### config.mk
export PLATFORM = sky130hd
export DESIGN_NAME = sub32_serial
export DESIGN_NICKNAME = d
export VERILOG_FILES = /design/src/rtl/sub32_serial.sv
export SDC_FILE = /design/constraint.sdc
export NUM_CORES = 1
export LEC_CHECK = 0
export CAP_MARGIN = 20
export CORE_MARGIN = 10
export CORE_UTILIZATION = 30
export DETAILED_ROUTE_END_ITERATION = 8
export GPL_TIMING_DRIVEN = 0
export PLACE_DENSITY = 0.54
export SETUP_SLACK_MARGIN = 0.02
export SLEW_MARGIN = 20
export SYNTH_ARGS = -nofsm -noshare
export SYNTH_HDL_FRONTEND = slang
export SYNTH_SLANG_ARGS = --single-unit
### constraint.sdc
create_clock -name clk -period 3.2 [get_ports clk]
set_clock_uncertainty 0.05 [all_clocks]
set_input_delay 0.96 -clock clk [delete_from_list [all_inputs] [get_ports clk]]
set_output_delay 0.96 -clock clk [all_outputs]
set_load 0.1 [all_outputs]
### src/rtl/sub32_serial.sv
// Multi-cycle 32-bit subtractor: d = a - b - bi, one 4-bit borrow-ripple slice per clock
// over eight cycles, with a start/busy/done handshake.
module sub32_serial (
    input  logic        clk,
    input  logic        rst,
    input  logic        start,
    input  logic [31:0] a,
    input  logic [31:0] b,
    input  logic        bi,
    output logic [31:0] d,
    output logic        bo,
    output logic        zero,
    output logic        ovf,
    output logic        busy,
    output logic        done
);

    localparam logic [1:0] IDLE = 2'd0;
    localparam logic [1:0] RUN  = 2'd1;
    localparam logic [1:0] DONE = 2'd2;

    logic [1:0]  state;
    logic [2:0]  cnt;
    logic        borrow;
    logic [31:0] a_q;
    logic [31:0] b_q;
    logic [31:0] acc;

    logic [3:0]  a_sl;
    logic [3:0]  b_sl;
    logic [4:0]  sum;
    logic [31:0] result;
    logic        accept;

    // Subtraction as a + ~b + ~borrow; the carry out of the slice is the inverted borrow.
    always_comb begin
        a_sl   = a_q[{cnt, 2'b00} +: 4];
        b_sl   = b_q[{cnt, 2'b00} +: 4];
        sum    = {1'b0, a_sl} + {1'b0, ~b_sl} + {4'b0000, ~borrow};
        result = {sum[3:0], acc[31:4]};
        accept = start && ((state == IDLE) || (state == DONE));
    end

    always_ff @(posedge clk) begin
        if (rst) begin
            state  <= IDLE;
            cnt    <= 3'd0;
            borrow <= 1'b0;
            a_q    <= 32'd0;
            b_q    <= 32'd0;
            acc    <= 32'd0;
            d      <= 32'd0;
            bo     <= 1'b0;
            zero   <= 1'b0;
            ovf    <= 1'b0;
        end else begin
            case (state)
                IDLE, DONE: begin
                    if (accept) begin
                        a_q    <= a;
                        b_q    <= b;
                        borrow <= bi;
                        cnt    <= 3'd0;
                        acc    <= 32'd0;
                        state  <= RUN;
                    end else begin
                        state  <= IDLE;
                    end
                end
                RUN: begin
                    // Slice results enter at the top so slice 0 ends up in bits 3:0.
                    acc    <= result;
                    borrow <= ~sum[4];
                    cnt    <= cnt + 3'd1;
                    if (cnt == 3'd7) begin
                        d     <= result;
                        bo    <= ~sum[4];
                        zero  <= (result == 32'd0);
                        ovf   <= (a_q[31] != b_q[31]) && (result[31] != a_q[31]);
                        state <= DONE;
                    end
                end
                default: state <= IDLE;
            endcase
        end
    end

    assign busy = (state == RUN);
    assign done = (state == DONE);

endmodule
### Word-level counts from Yosys, hierarchy flattened

Cells that the tools add are included.

* output and inout bits: 37
* input bits: 68
* logic and storage cells: 44
* bits in registers: 137

* add/sub/neg operators: 3
* bitwise operators: 3
* equality and inequality tests: 7
* reduce and logical (&&, ||, !) cells: 10
* shift-type cells: 2
* multiplexer cells: 9

Operators with widths (count)
* case mux 32 bit (2 select lines): 1
* indexed part select 32 x 6 -> 4 bit: 2
* zero test 32 bit: 1
* two-way mux 32 bit: 1
* case mux 3 bit (2 select lines): 1
* AND reduction 2 bit: 3
* adder 4 x 4 -> 5 bit: 1
* adder 5 x 1 -> 5 bit: 1
* inverter 4 bit: 1
* case mux 2 bit (2 select lines): 1
* adder 3 x 1 -> 3 bit, second input constant: 1
* equality test 3 bit, second input constant: 1
* two-way mux 3 bit: 1
* equality test 2 x 1 -> 1 bit, second input constant: 1
* equality test 2 bit, second input constant: 1
* logical AND 1 bit: 2
* zero test 2 bit: 1
* two-way mux 1 bit: 2
* two-way mux 2 bit: 1
* inequality test 1 bit: 2
* inequality test 2 x 1 -> 1 bit, second input constant: 1
* inequality test 2 bit, second input constant: 1
* inverter 1 bit: 2
* case mux 1 bit (2 select lines): 1
* other kinds (3): 3

### Depth between registers and ports, before layout

* depth after elaboration: 6
* mapped depth: 11
* gate-level depth less buffers: 9

### Worst setup path after synthesis

No wires, ideal clock.

* path kind: flip-flop to flip-flop
* from: register cnt[1]
* to: register zero
* setup slack: -31 ps
* required time: 3076 ps
* period minus slack after synthesis: 3231 ps
* stages on the path, launching flop included: 12
* setup time: 74 ps
* data arrival time: 3107 ps
* cells stage by stage: dfxtp_1 -> clkbuf_1 -> buf_2 -> mux4_2 -> mux2_2 -> fa_1 -> inv_1 -> fa_1 -> nor4_1 -> nand4_1 -> a211o_2 -> o21ai_0

* cells in the longest elaborated chain, start to end: 5
* elaborated cells between the ends (all ways): 8

RTL lines
* start, declared: RTL line 23 `logic [2:0] cnt;`
* start signal, assigned: RTL line 74 `cnt <= cnt + 3'd1;`
* indexed part select 32 x 6 -> 4 bit: RTL line 38 `b_sl = b_q[{cnt, 2'b00} +: 4];`
* inverter 4 bit: RTL line 39 `sum = {1'b0, a_sl} + {1'b0, ~b_sl} + {4'b0000, ~borrow};`
* adder 4 x 4 -> 5 bit *: RTL line 39
* adder 5 x 1 -> 5 bit *: RTL line 39
* net sum[1]: RTL line 31 `logic [4:0] sum;`
* zero test 32 bit *: RTL line 78 `zero <= (result == 32'd0);`
* end signal, assigned: RTL line 78
* end, declared: RTL line 12 `output logic zero,`

The timed path passes the listed nets; every way through them passes the cells marked *.
A chain may end at the register's enable or synchronous reset.

### Worst setup path after layout

* from: register cnt[0]
* to: register ovf

* cells in the longest elaborated chain, start to end: 6
* elaborated cells between the ends (all ways): 9

RTL lines
* indexed part select 32 x 6 -> 4 bit: RTL line 38
* inverter 4 bit: RTL line 39
* adder 4 x 4 -> 5 bit: RTL line 39
* adder 5 x 1 -> 5 bit: RTL line 39
* inequality test 1 bit: RTL line 79 `ovf <= (a_q[31] != b_q[31]) && (result[31] != a_q[31]);`
* logical AND 1 bit: RTL line 79
* end signal, assigned: RTL line 79
* end, declared: RTL line 13 `output logic ovf,`

Several ways; a longest one is shown, not always the timed one.

==> results_dict.tcl <==
set metrics [dict create \
    hp-class "register to register" \
    htreeDepth 4 \
    multi_input_area_mm2 0.00242 \
    viasPerCell 4.72 \
    synthArstFlopShare_pct 0 \
    cts_buffers 17 \
    status "finished, final reports clean" \
    num-fill-cells 1761 \
    synth_fa_ha_area_share_pct 1.96 \
    grt_pass1_wl_um 25000 \
    clkPwrFrac_pct 46.8 \
    startpoint_type "register" \
    p_total_uw 4190 \
    seq_power_share_pct 41.8 \
    drc 0 \
    vias 4587 \
    netlist_area_mm2 0.00523 \
    ys.warnings.count 0 \
    drt_first_pass_iters 7 \
    ir_worst_vdd_mv 0.410 \
    finalCoreUtilization_pct 42.3 \
    core_area_mm2 0.0172 \
    switching_share_pct 23.5 \
    antenna_found_initial 0 \
    worstPathMaxFanout 5 \
    ys_seq_area_share_pct 50.9 \
    clock_latency_ns 0.42 \
    start_util_pct 30.4 \
    period_needed_ns 3.05 \
    setup_slack_ns 0.148 \
    comb_power_share_pct 11.4 \
    netlist_instances 608 \
    p_leak_uw 0.00256 \
    synth_fp_nets 683 \
    io_pins 105 \
    portBuffers 103 \
    cap_violations 0 \
    finalNonFillerCells 972 \
    drive_gt1_share_pct 10.4 \
    pre_cts_ws_ns -0.454 \
    clk_pin_slew_ns 0.06 \
    worstPathRequired_ns 3.49 \
    syn_avg_cell_area_um2 8.60 \
    place_congestion 0.827 \
    grt_max_degree 17 \
    final_common_cell "nand2_1" \
    synth.mux.area_fraction_pct 8.52 \
    post_drt_wl_per_cell_um 15.7 \
    grt_setup_unrepaired "false" \
    regArea_mm2 0.00267 \
    hold_viol 0 \
    placed_cells 936 \
    p_int_uw 3200 \
    crit_arrival_ns 3.34 \
    cp-end-kind "register" \
    max_freq_ghz 0.328 \
    clock-sinks 133 \
    ys.flop_type "dfxtp_1" \
    synth-seq-cells 133 \
    gr-total-overflow 0 \
    slew_viol_final 0 \
    setup_viol 0 \
    dp_hpwl_um 11500 \
    postRouteAntennaNets 0 \
    area_growth_syn_to_layout_pct 39.0 \
    final_cell_mix "nand2_1, dfxtp_1, clkdlybuf4s50_1, a21oi_1, nor2_1" \
    gr-usage-all-layers_pct 13.3 \
    critPathKind "register to register" \
    fp.dieH_um 152 \
    synth-edff-count 0 \
    clockRootBuffer "clkbuf_16" \
    die_area_mm2 0.0231 \
    synth_compound_area_share_pct 15.1 \
    row_count 48 \
    chipWidth_um 152 \
    hold_slack_ns 0.402 \
    p_switching_uw 987 \
    first_iter_violations 241 \
    nets 810 \
    synthDistinctLibCells 34 \
    power.density_mw_per_mm2 576 \
    finalCritPeriodShare_pct 95.4 \
    worst_pin_slew_ns 1.01 \
    routed_wl_um 15300 \
    cts_tree "built" \
    diodes 0 \
    reg2reg_slack_ns 0.15 \
    synth_xor_area_share_pct 0.167 \
    grt_pass1_vias 4814 \
    synth_top_family_by_area "simple AND/OR/NAND/NOR gates" \
    slew_headroom_pct 32.5 \
    yosys.area_share.simple_pct 19.5 \
    cts_max_path_buffers 2 \
]
[sequential cells by signal, indices dropped and copies added (netlist names)]
name / cells
zero: 1
acc: 28
b_q: 32
state: 2
d: 32
ovf: 1
cnt: 3
bo: 1
a_q: 32
borrow: 1
[critical path: stages (launching register included)]
cell and delay, ns:
dfxtp_2 0.35, buf_8 0.13, buf_4 0.16, mux4_2 0.52, mux2_2 0.31, ha_1 0.30
and3b_1 0.17, or3_4 0.41, a211o_1 0.31, a311oi_2 0.25
[layout make-up]
class / count / area share, %
tap: 225 / 3.87
clock inverter: 8 / 1.72
timing repair buffer: 109 / 14.8
buffer: 46 / 3.13
sequential: 133 / 36.7
clock buffer: 23 / 6.44
inverter: 3 / 0.155
multi-input combinational: 425 / 33.3
[metal layers]
metal	global-route usage [%]	wire length, um	share of wire, %	vias up
met3	4.37	927	6.1	20
met2	21.3	7060	46	127
met4	5.18	232	1.5	0
li1	-	-	-	2321
met5	0	0	0	-
met1	16.1	7040	46	2119
[through the flow]
| stage | instance area [um^2] | TNS, ns |
|---|---|---|
| final | 7270 | 0 |
| after global routing | 7270 | 0 |
| after CTS | 7220 | 0 |
| after detailed placement | 6540 | -2.02 |
| after global placement | 6540 | -1.58 |
| after floorplan | 5230 | 0 |
[cell families after synthesis]
| family | Yosys count |
|---|---|
| AOI/OAI and AO/OA | 137 |
| xor gates and xnor gates | 1 |
| DFF | 133 |
| buffers and inverters | 50 |
| adders and majority gates | 7 |
| muxes | 24 |
| and+or+nand+nor | 256 |
[synthesized netlist by cell type, drive strengths merged (3+ instances only)]
cell type / instances / area (um^2)
nand2: 192 / 721
dfxtp: 133 / 2660
a21oi: 99 / 495
nor2: 44 / 165
clkbuf: 35 / 131
a22oi: 27 / 203
mux4: 16 / 360
buf: 12 / 53.8
nor4: 6 / 37.5
ha: 5 / 62.6
mux2: 4 / 45.0
mux2i: 4 / 40.0
inv: 3 / 11.3
[worst paths after layout]
kind,endpoint,startpoint,depth (start not counted)
max,ovf,cnt[0],9
min,d[14],d[14],2
max reg2reg,ovf,cnt[0],9
min reg2reg,d[14],d[14],2
[power groups by stage]
stage	clock (uW)	combinational, uW	sequential [uW]
3_5_place_dp	0	444	1790
6_report	1960	477	1750
2_1_floorplan	0	267	1770
4_1_cts	2000	458	1750
5_1_grt	2070	529	1760
3_3_place_gp	0	436	1780
[what timing repair did]
action / 4_1_cts / 5_1_grt
gates resized for setup: 19 / 13
buffers inserted: 5 / 1
gates cloned: 0 / 0
hold buffers: 0 / 0
endpoints found under the setup margin: 9 / 3
pin swaps: 1 / 1
Power figures use the tool's default switching activity.
